==> config.mk <==
export PLATFORM = sky130hd
export DESIGN_NAME = inet_checksum_stream
export DESIGN_NICKNAME = d
export VERILOG_FILES = /design/src/rtl/inet_checksum_stream.sv
export SDC_FILE = /design/constraint.sdc
export NUM_CORES = 1
export LEC_CHECK = 0
export CORE_AREA = 2 2 129 131
export CTS_CLUSTER_DIAMETER = 100
export DETAILED_ROUTE_END_ITERATION = 16
export DIE_AREA = 0 0 131 133
export HOLD_SLACK_MARGIN = 0.12
export PLACE_DENSITY = 0.59
export SETUP_SLACK_MARGIN = 0.2
export SYNTH_ARGS = -nofsm -noshare
export SYNTH_HDL_FRONTEND = slang
export SYNTH_SLANG_ARGS = --single-unit
==> constraint.sdc <==
create_clock -name clk -period 8.15 [get_ports clk]
set_clock_uncertainty 0.05 [all_clocks]
set_input_delay 1.63 -clock clk [delete_from_list [all_inputs] [get_ports clk]]
set_output_delay 1.63 -clock clk [all_outputs]
set_load 0.02 [all_outputs]
==> src/rtl/inet_checksum_stream.sv <==
// Streaming RFC 1071 ones-complement checksum over a big-endian byte stream, DATA_W of 8/16/32.
// Define CHKSUM_VERIFY_EN to add the m_ok output (received checksum verifies to zero).
module inet_checksum_stream #(
  parameter int DATA_W = 16
) (
  input  logic              clk,
  input  logic              rst,
  input  logic              s_valid,
  output logic              s_ready,
  input  logic [DATA_W-1:0] s_data,
  input  logic [DATA_W/8-1:0] s_keep,
  input  logic              s_last,
  input  logic [15:0]       init_sum,
  output logic              m_valid,
  input  logic              m_ready,
  output logic [15:0]       m_checksum,
  output logic              busy
`ifdef CHKSUM_VERIFY_EN
  ,
  output logic              m_ok
`endif
);

  localparam int LANES = DATA_W / 8;

  typedef enum logic [1:0] {IDLE, ACCUM, FOLD, OUT} state_t;

  state_t              state, state_nxt;
  logic [31:0]         acc;
  logic                parity;
  logic                fold_cnt;
  logic                accept;
  logic [LANES-1:0]    eff_keep;
  logic [17:0]         beat_words;

  // Expand the per-lane keep bits into a byte mask; keep[LANES-1] is the first byte on the wire.
  function automatic logic [DATA_W-1:0] lane_mask(input logic [LANES-1:0] keep);
    logic [DATA_W-1:0] m;
    m = '0;
    for (int i = 0; i < LANES; i++) m[8*i +: 8] = {8{keep[i]}};
    return m;
  endfunction

  // Sum of the 16-bit words carried by one beat; a byte-wide beat lands in the high or low half by position.
  function automatic logic [17:0] beat_sum(input logic [DATA_W-1:0] data, input logic odd);
    logic [31:0] x;
    logic [17:0] s;
    x = '0;
    x[DATA_W-1:0] = data;
    if (DATA_W == 8)
      s = odd ? {10'b0, x[7:0]} : {2'b0, x[7:0], 8'b0};
    else
      s = 18'(x[31:16]) + 18'(x[15:0]);
    return s;
  endfunction

  assign s_ready    = !rst && (state == IDLE || state == ACCUM);
  assign accept     = s_valid && s_ready;
  assign m_valid    = !rst && (state == OUT);
  assign m_checksum = m_valid ? ~acc[15:0] : 16'h0000;
  assign busy       = !rst && ((state != IDLE) || accept);
`ifdef CHKSUM_VERIFY_EN
  assign m_ok       = m_valid && (acc[15:0] == 16'hFFFF);
`endif

  assign eff_keep   = s_last ? s_keep : {LANES{1'b1}};
  assign beat_words = beat_sum(s_data & lane_mask(eff_keep), (state == ACCUM) && parity);

  always_comb begin
    state_nxt = state;
    case (state)
      IDLE, ACCUM: if (accept) state_nxt = s_last ? FOLD : ACCUM;
      FOLD:        if (fold_cnt) state_nxt = OUT;
      OUT:         if (m_ready) state_nxt = IDLE;
      default:     state_nxt = IDLE;
    endcase
  end

  // Accumulation is unfolded; two end-around folds bring any 65535-byte sum into 16 bits.
  always_ff @(posedge clk) begin
    if (rst) begin
      state    <= IDLE;
      acc      <= '0;
      parity   <= 1'b0;
      fold_cnt <= 1'b0;
    end else begin
      state <= state_nxt;
      case (state)
        IDLE: if (accept) begin
          acc      <= 32'(init_sum) + 32'(beat_words);
          parity   <= 1'b1;
          fold_cnt <= 1'b0;
        end
        ACCUM: if (accept) begin
          acc    <= acc + 32'(beat_words);
          parity <= ~parity;
        end
        FOLD: begin
          acc      <= 32'(acc[31:16]) + 32'(acc[15:0]);
          fold_cnt <= 1'b1;
        end
        OUT: if (m_ready) begin
          parity   <= 1'b0;
          fold_cnt <= 1'b0;
        end
        default: ;
      endcase
    end
  end

endmodule

-- Yosys cells after proc, flatten, opt, wreduce, memory -nomap -nowiden
Cells that the tools add are included.
- add/sub/neg operators: 3
- eq/ne operators: 8
- mux-type cells: 13
- bitwise operators: 2
- reduce and logical (&&, ||, !) cells: 15
- operators by type and width (kind ; count):
    case mux 32 bit (3 select lines) ; 1
    two-way mux 32 bit ; 2
    adder 16 x 16 -> 17 bit ; 2
    adder 32 x 16 -> 32 bit ; 1
    bitwise AND 16 bit ; 1
    two-way mux 16 bit ; 1
    inverter 16 bit ; 1
    two-way mux 2 bit ; 5
    inequality test 2 bit (second input constant) ; 5
    AND reduction 3 bit ; 3
    case mux 2 bit (3 select lines) ; 1
    nonzero test 3 bit ; 2
    equality test 2 bit (second input constant) ; 2
    logical AND 1 bit ; 4
    case mux 1 bit (3 select lines) ; 1
    equality test 2 x 1 -> 1 bit (second input constant) ; 1
    logical NOT 2 bit ; 1
    logical OR 1 bit ; 2
    two-way mux 1 bit ; 2
    nonzero test 2 bit ; 1
    OR reduction 2 bit ; 1
    logical NOT 1 bit ; 1
- flip-flop bits (word level): 35
- input bits: 39
- output and inout bits: 19
- logic and storage cells: 44

-- Logic depth before layout (Yosys ltp)
- depth in word-level cells: 6
- mapped depth: 19

-- Worst setup path before layout
OpenSTA, ideal clock, no wires.
- kind: input -> register
- from: input s_keep[0]
- to: register acc[28]
- library setup time: 0.135 ns
- arrival: 4.881 ns
- required time: 7.965 ns
- path slack: 3.084 ns
- stages on the path: 19
- buffers on the path: 4
- path through: nand2b_1 > buf_6 > buf_2 > buf_2 > and2_1 > ha_1 > inv_1 > fa_1 > nand2b_1 > a21oi_1 > o21ai_0 > a311oi_1 > or2_2 > o221a_2 > o21a_1 > o22ai_2 > buf_4 > o311ai_0 > o41ai_1
- word-level cells in the longest chain between the ends: 5
- ends and longest elaborated chain (what ; RTL line ; source):
    start, declared ; 11 ; input logic [DATA_W/8-1:0] s_keep,
    two-way mux 2 bit ; 66 ; assign eff_keep = s_last ? s_keep : {LANES{1'b1}};
    bitwise AND 16 bit ; 67 ; assign beat_words = beat_sum(s_data & lane_mask(eff_keep), (state == ACCUM) && parity);
    adder 32 x 16 -> 32 bit ; 95 ; acc <= acc + 32'(beat_words);
    two-way mux 32 bit ; 94 ; ACCUM: if (accept) begin
    case mux 32 bit (3 select lines) ; 88 ; case (state)
    end signal, assigned ; 90 ; acc <= 32'(init_sum) + 32'(beat_words);
    end signal, assigned ; 95 ;
    end signal, assigned ; 99 ; acc <= 32'(acc[31:16]) + 32'(acc[15:0]);
    end, declared ; 29 ; logic [31:0] acc;
Every way passes these cells. The select of a mux whose other input is x is not followed.
A chain may end at the register's enable or synchronous reset.

-- Worst setup path after layout
- from: input rst
- to: output m_checksum[8]
- word-level cells in the longest chain between the ends: 3
- ends and longest elaborated chain (what ; RTL line ; source):
    start, declared ; 7 ; input logic rst,
    logical NOT 1 bit ; 59 ; assign m_valid = !rst && (state == OUT);
    logical AND 1 bit ; 59 ;
    two-way mux 16 bit ; 60 ; assign m_checksum = m_valid ? ~acc[15:0] : 16'h0000;
    end, declared ; 16 ; output logic [15:0] m_checksum,
Every way passes these cells.

==> flow_summary.ini <==
[grt]
grt_pass1_vias = 4573
grt_max_degree = 32
grt_usage_pct = 16.7
antenna_found_initial = 0
grt_pass1_wl_um = 23500
overflow = 0

[pwr]
p_per_area_nw_per_um2 = 180
leakagePower_nw = 2.17
ir_drop_v = 0.0000770

[synthesis]
synth_flop_cell = dfxtp_1
syn_inst = 674
yosysSeqAreaShare_pct = 14.8
synth.distinct_cells = 76
synth_area_um2 = 4720
synthArstFlopShare_pct = 0
synth_edf_count = 0
synth_nets = 750
syn_avg_cell_area_um2 = 7.01
yosysWarningCount = 0
netlist_top_cells_area = dfxtp_1 (15%), ha_1 (9.0%), xnor2_1 (7.4%)
ys_ff_latch = 35
yosys.area.top_type = dfxtp_1
synth_top_area_share_pct = 14.8

[cts]
clock_path_buffers = 2
worstSkewPairLatency_ns = 0.28
ctsHoldBuffers = 0
postCtsSetupBuffers = 0
cts_sinks = 35
cts_inserted_buffers = 5
ctsResizeCount = 0
cts_tree = yes
htree_num_levels = 2
clock-root-buffer = clkbuf_16
clk_pin_slew_worst_paths_ns = 0.06

[final_layout]
nets = 775
drive_above_1_share_pct = 3.43
nFillCells = 1763
seqCellArea_um2 = 701
utilization_pct = 34.3
stdcell_count = 920
area_delta_synth_final_pct = 17.5
antenna_cells = 0
multi_input_area_um2 = 3730

[setup_path]
crit_top_cell = clkdlybuf4s50_1
start_kind = input pin
timing.critical_path.buf_inv = 3
cp_top_family = buffers and inverters
end_kind = primary output
worstPathMaxFanout = 20
cp.arrival_ns = 4.17
worstSetupPathDepth = 5
reg2regPathDepth = 13
cpPeakStageDelay_ns = 0.82
crit_path_top_delay_cell = clkdlybuf4s50_1
critPathKind = input pin to primary output
worstPathRequired_ns = 6.47
crit_path_cell_trace = clkdlybuf4s50_1, inv_2, nand2_1, nor2_1, clkdlybuf4s50_1

[sta]
hold_violations = 0
setup_violations = 0
maxSlewHeadroom_pct = 37.2
fin_crit_ns = 5.85
grt_setup_unrepaired = no
finalMaxSlewViolations = 0
timing.fmax_ghz = 0.171
tightest_slew_ns = 0.918
min_period_over_period_pct = 71.8
fin_tns_setup_ns = 0

[floorplan]
die_h_um = 133
design.portCount = 58
core_area_um2 = 16200
rows = 47
dieArea_um2 = 17400
die_x_um = 131
start_util_pct = 29.2

[detailed_routing]
vias_per_cell = 5.42
firstDrtPassIters = 5
wirelength_um = 14500
ant_nets = 0
vias = 4985
drc = 0
first_iter_violations = 329
avgRoutedWirePerCell_um = 15.7

[place]
gp_congestion = 0.869
post-place-cells = 912
portBuffers = 57
hpwlAfterDp_um = 11200

[hold_path]
hold_depth = 2
hold_class = flip-flop to flip-flop

[flow_run]
drv_cap = 0

[run_status]
status = finished clean
==> Yosys cell counts (all sizes together), types with 3 or more instances <==
| library cell | n |
|---|---|
| a32oi | 4 |
| clkbuf | 29 |
| mux2i | 4 |
| or2 | 5 |
| a311oi | 3 |
| a21o | 17 |
| and2 | 12 |
| inv | 29 |
| a211oi | 10 |
| a22oi | 3 |
| a2111oi | 4 |
| o21a | 10 |
| nor2b | 5 |
| o221a | 3 |
| nor3 | 12 |
| a31oi | 11 |
| nand2 | 66 |
| ha | 34 |
| o21ai | 39 |
| a21oi | 55 |
| a211o | 4 |
| nand3 | 18 |
| nor4 | 3 |
| o31ai | 6 |
| xnor2 | 40 |
| o211ai | 14 |
| nor2 | 78 |
| fa | 3 |
| nand2b | 13 |
| o221ai | 7 |
| buf | 13 |
| o41ai | 7 |
| o211a | 4 |
| dfxtp | 35 |
| o311ai | 7 |
| xor2 | 10 |
| maj3 | 3 |
| o22ai | 10 |
| and3 | 9 |
==> worst register-to-register path: stages, from the launching register on <==
cell and delay, ns:
dfxtp_1 0.39, ha_1 0.18, inv_1 0.05, fa_1 0.41, nand2b_1 0.16, a21oi_1 0.13
o21ai_0 0.24, a311oi_1 0.43, o221ai_1 0.20, a21oi_1 0.25, o21a_1 0.19, o22ai_2 0.23
or4_1 0.54, a21oi_1 0.15
==> where the power goes <==
group	switching [mW]	internal, mW
clock	0.0748	0.113
sequential	0.0637	0.199
combinational	0.329	0.222
total	0.467	0.534
==> cells in the final DEF (no fill, tap or decap), types with 9 or more instances in the layout <==
| master | netlist | layout |
|---|---|---|
| a211oi_1 | 10 | 10 |
| a21o_1 | 17 | 17 |
| a21oi_1 | 55 | 55 |
| a31oi_1 | 11 | 11 |
| and2_1 | 10 | 10 |
| and3_1 | 9 | 9 |
| clkdlybuf4s50_1 | 0 | 57 |
| dfxtp_1 | 35 | 35 |
| ha_1 | 34 | 34 |
| inv_1 | 28 | 28 |
| nand2_1 | 66 | 66 |
| nand2b_1 | 13 | 13 |
| nand3_1 | 18 | 18 |
| nor2_1 | 78 | 78 |
| nor3_1 | 12 | 12 |
| o211ai_1 | 14 | 14 |
| o21a_1 | 10 | 10 |
| o21ai_0 | 38 | 38 |
| o22ai_1 | 9 | 9 |
| xnor2_1 | 40 | 40 |
| xor2_1 | 10 | 10 |
==> per-stage QoR <==
| stage | area [um^2] | worst slack (ns) | hold WS [ns] | power, mW |
|---|---|---|---|---|
| 2_1_floorplan | 4720 | 3.08 | 0.411 | 0.653 |
| 6_report | 5550 | 2.30 | 0.455 | 1.00 |
| 4_1_cts | 5550 | 2.27 | 0.453 | 1.00 |
| 5_1_grt | 5550 | 1.96 | 0.501 | 1.08 |
| 3_3_place_gp | 5410 | 2.20 | 0.428 | 0.813 |
| 3_5_place_dp | 5410 | 2.13 | 0.437 | 0.813 |
==> routing by layer <==
metal  part of all wire (%)  global-route usage, %
met5                      0                      0
met4                    1.8                   3.96
met3                    4.3                   1.66
met2                     45                   26.2
met1                     49                   24.4
==> area by class of cell <==
| cell class | instances | share of cell area [%] |
|---|---|---|
| inverters | 29 | 1.96 |
| repair buffers | 60 | 10.7 |
| clock buffers | 7 | 2.39 |
| flip-flops and latches | 35 | 12.6 |
| clock inverters | 1 | 0.0902 |
| multi-input cells | 568 | 67.3 |
| well taps | 220 | 4.96 |
==> logic make-up (layout without fill, tap and decap cells) <==
group	count (synthesis)	in the layout	synth area share, %
AOI/OAI and AO/OA	236	236	34.2
xor gates and xnor gates	50	50	9.27
adders and majority gates	40	40	10.9
buffers and inverters	71	97	6.07
DFF	35	35	14.8
muxes	4	4	0.848
and+or+nand+nor	238	238	23.8
==> final timing paths <==
| check | start | to | slack (ns) |
|---|---|---|---|
| max | rst | m_checksum[8] | 2.30 |
| min reg2reg | acc[0]$_SDFFE_PP0P_ | acc[0]$_SDFFE_PP0P_ | 0.46 |
| min | acc[0]$_SDFFE_PP0P_ | acc[0]$_SDFFE_PP0P_ | 0.46 |
| max reg2reg | acc[0]$_SDFFE_PP0P_ | acc[20]$_SDFFE_PP0P_ | 4.45 |
==> sequential cells by signal, summed over array words and instances, names as in the netlist <==
signal / count
state: 2
fold_cnt: 1
acc: 32
Note: power is estimated with default switching activity, not from simulation.
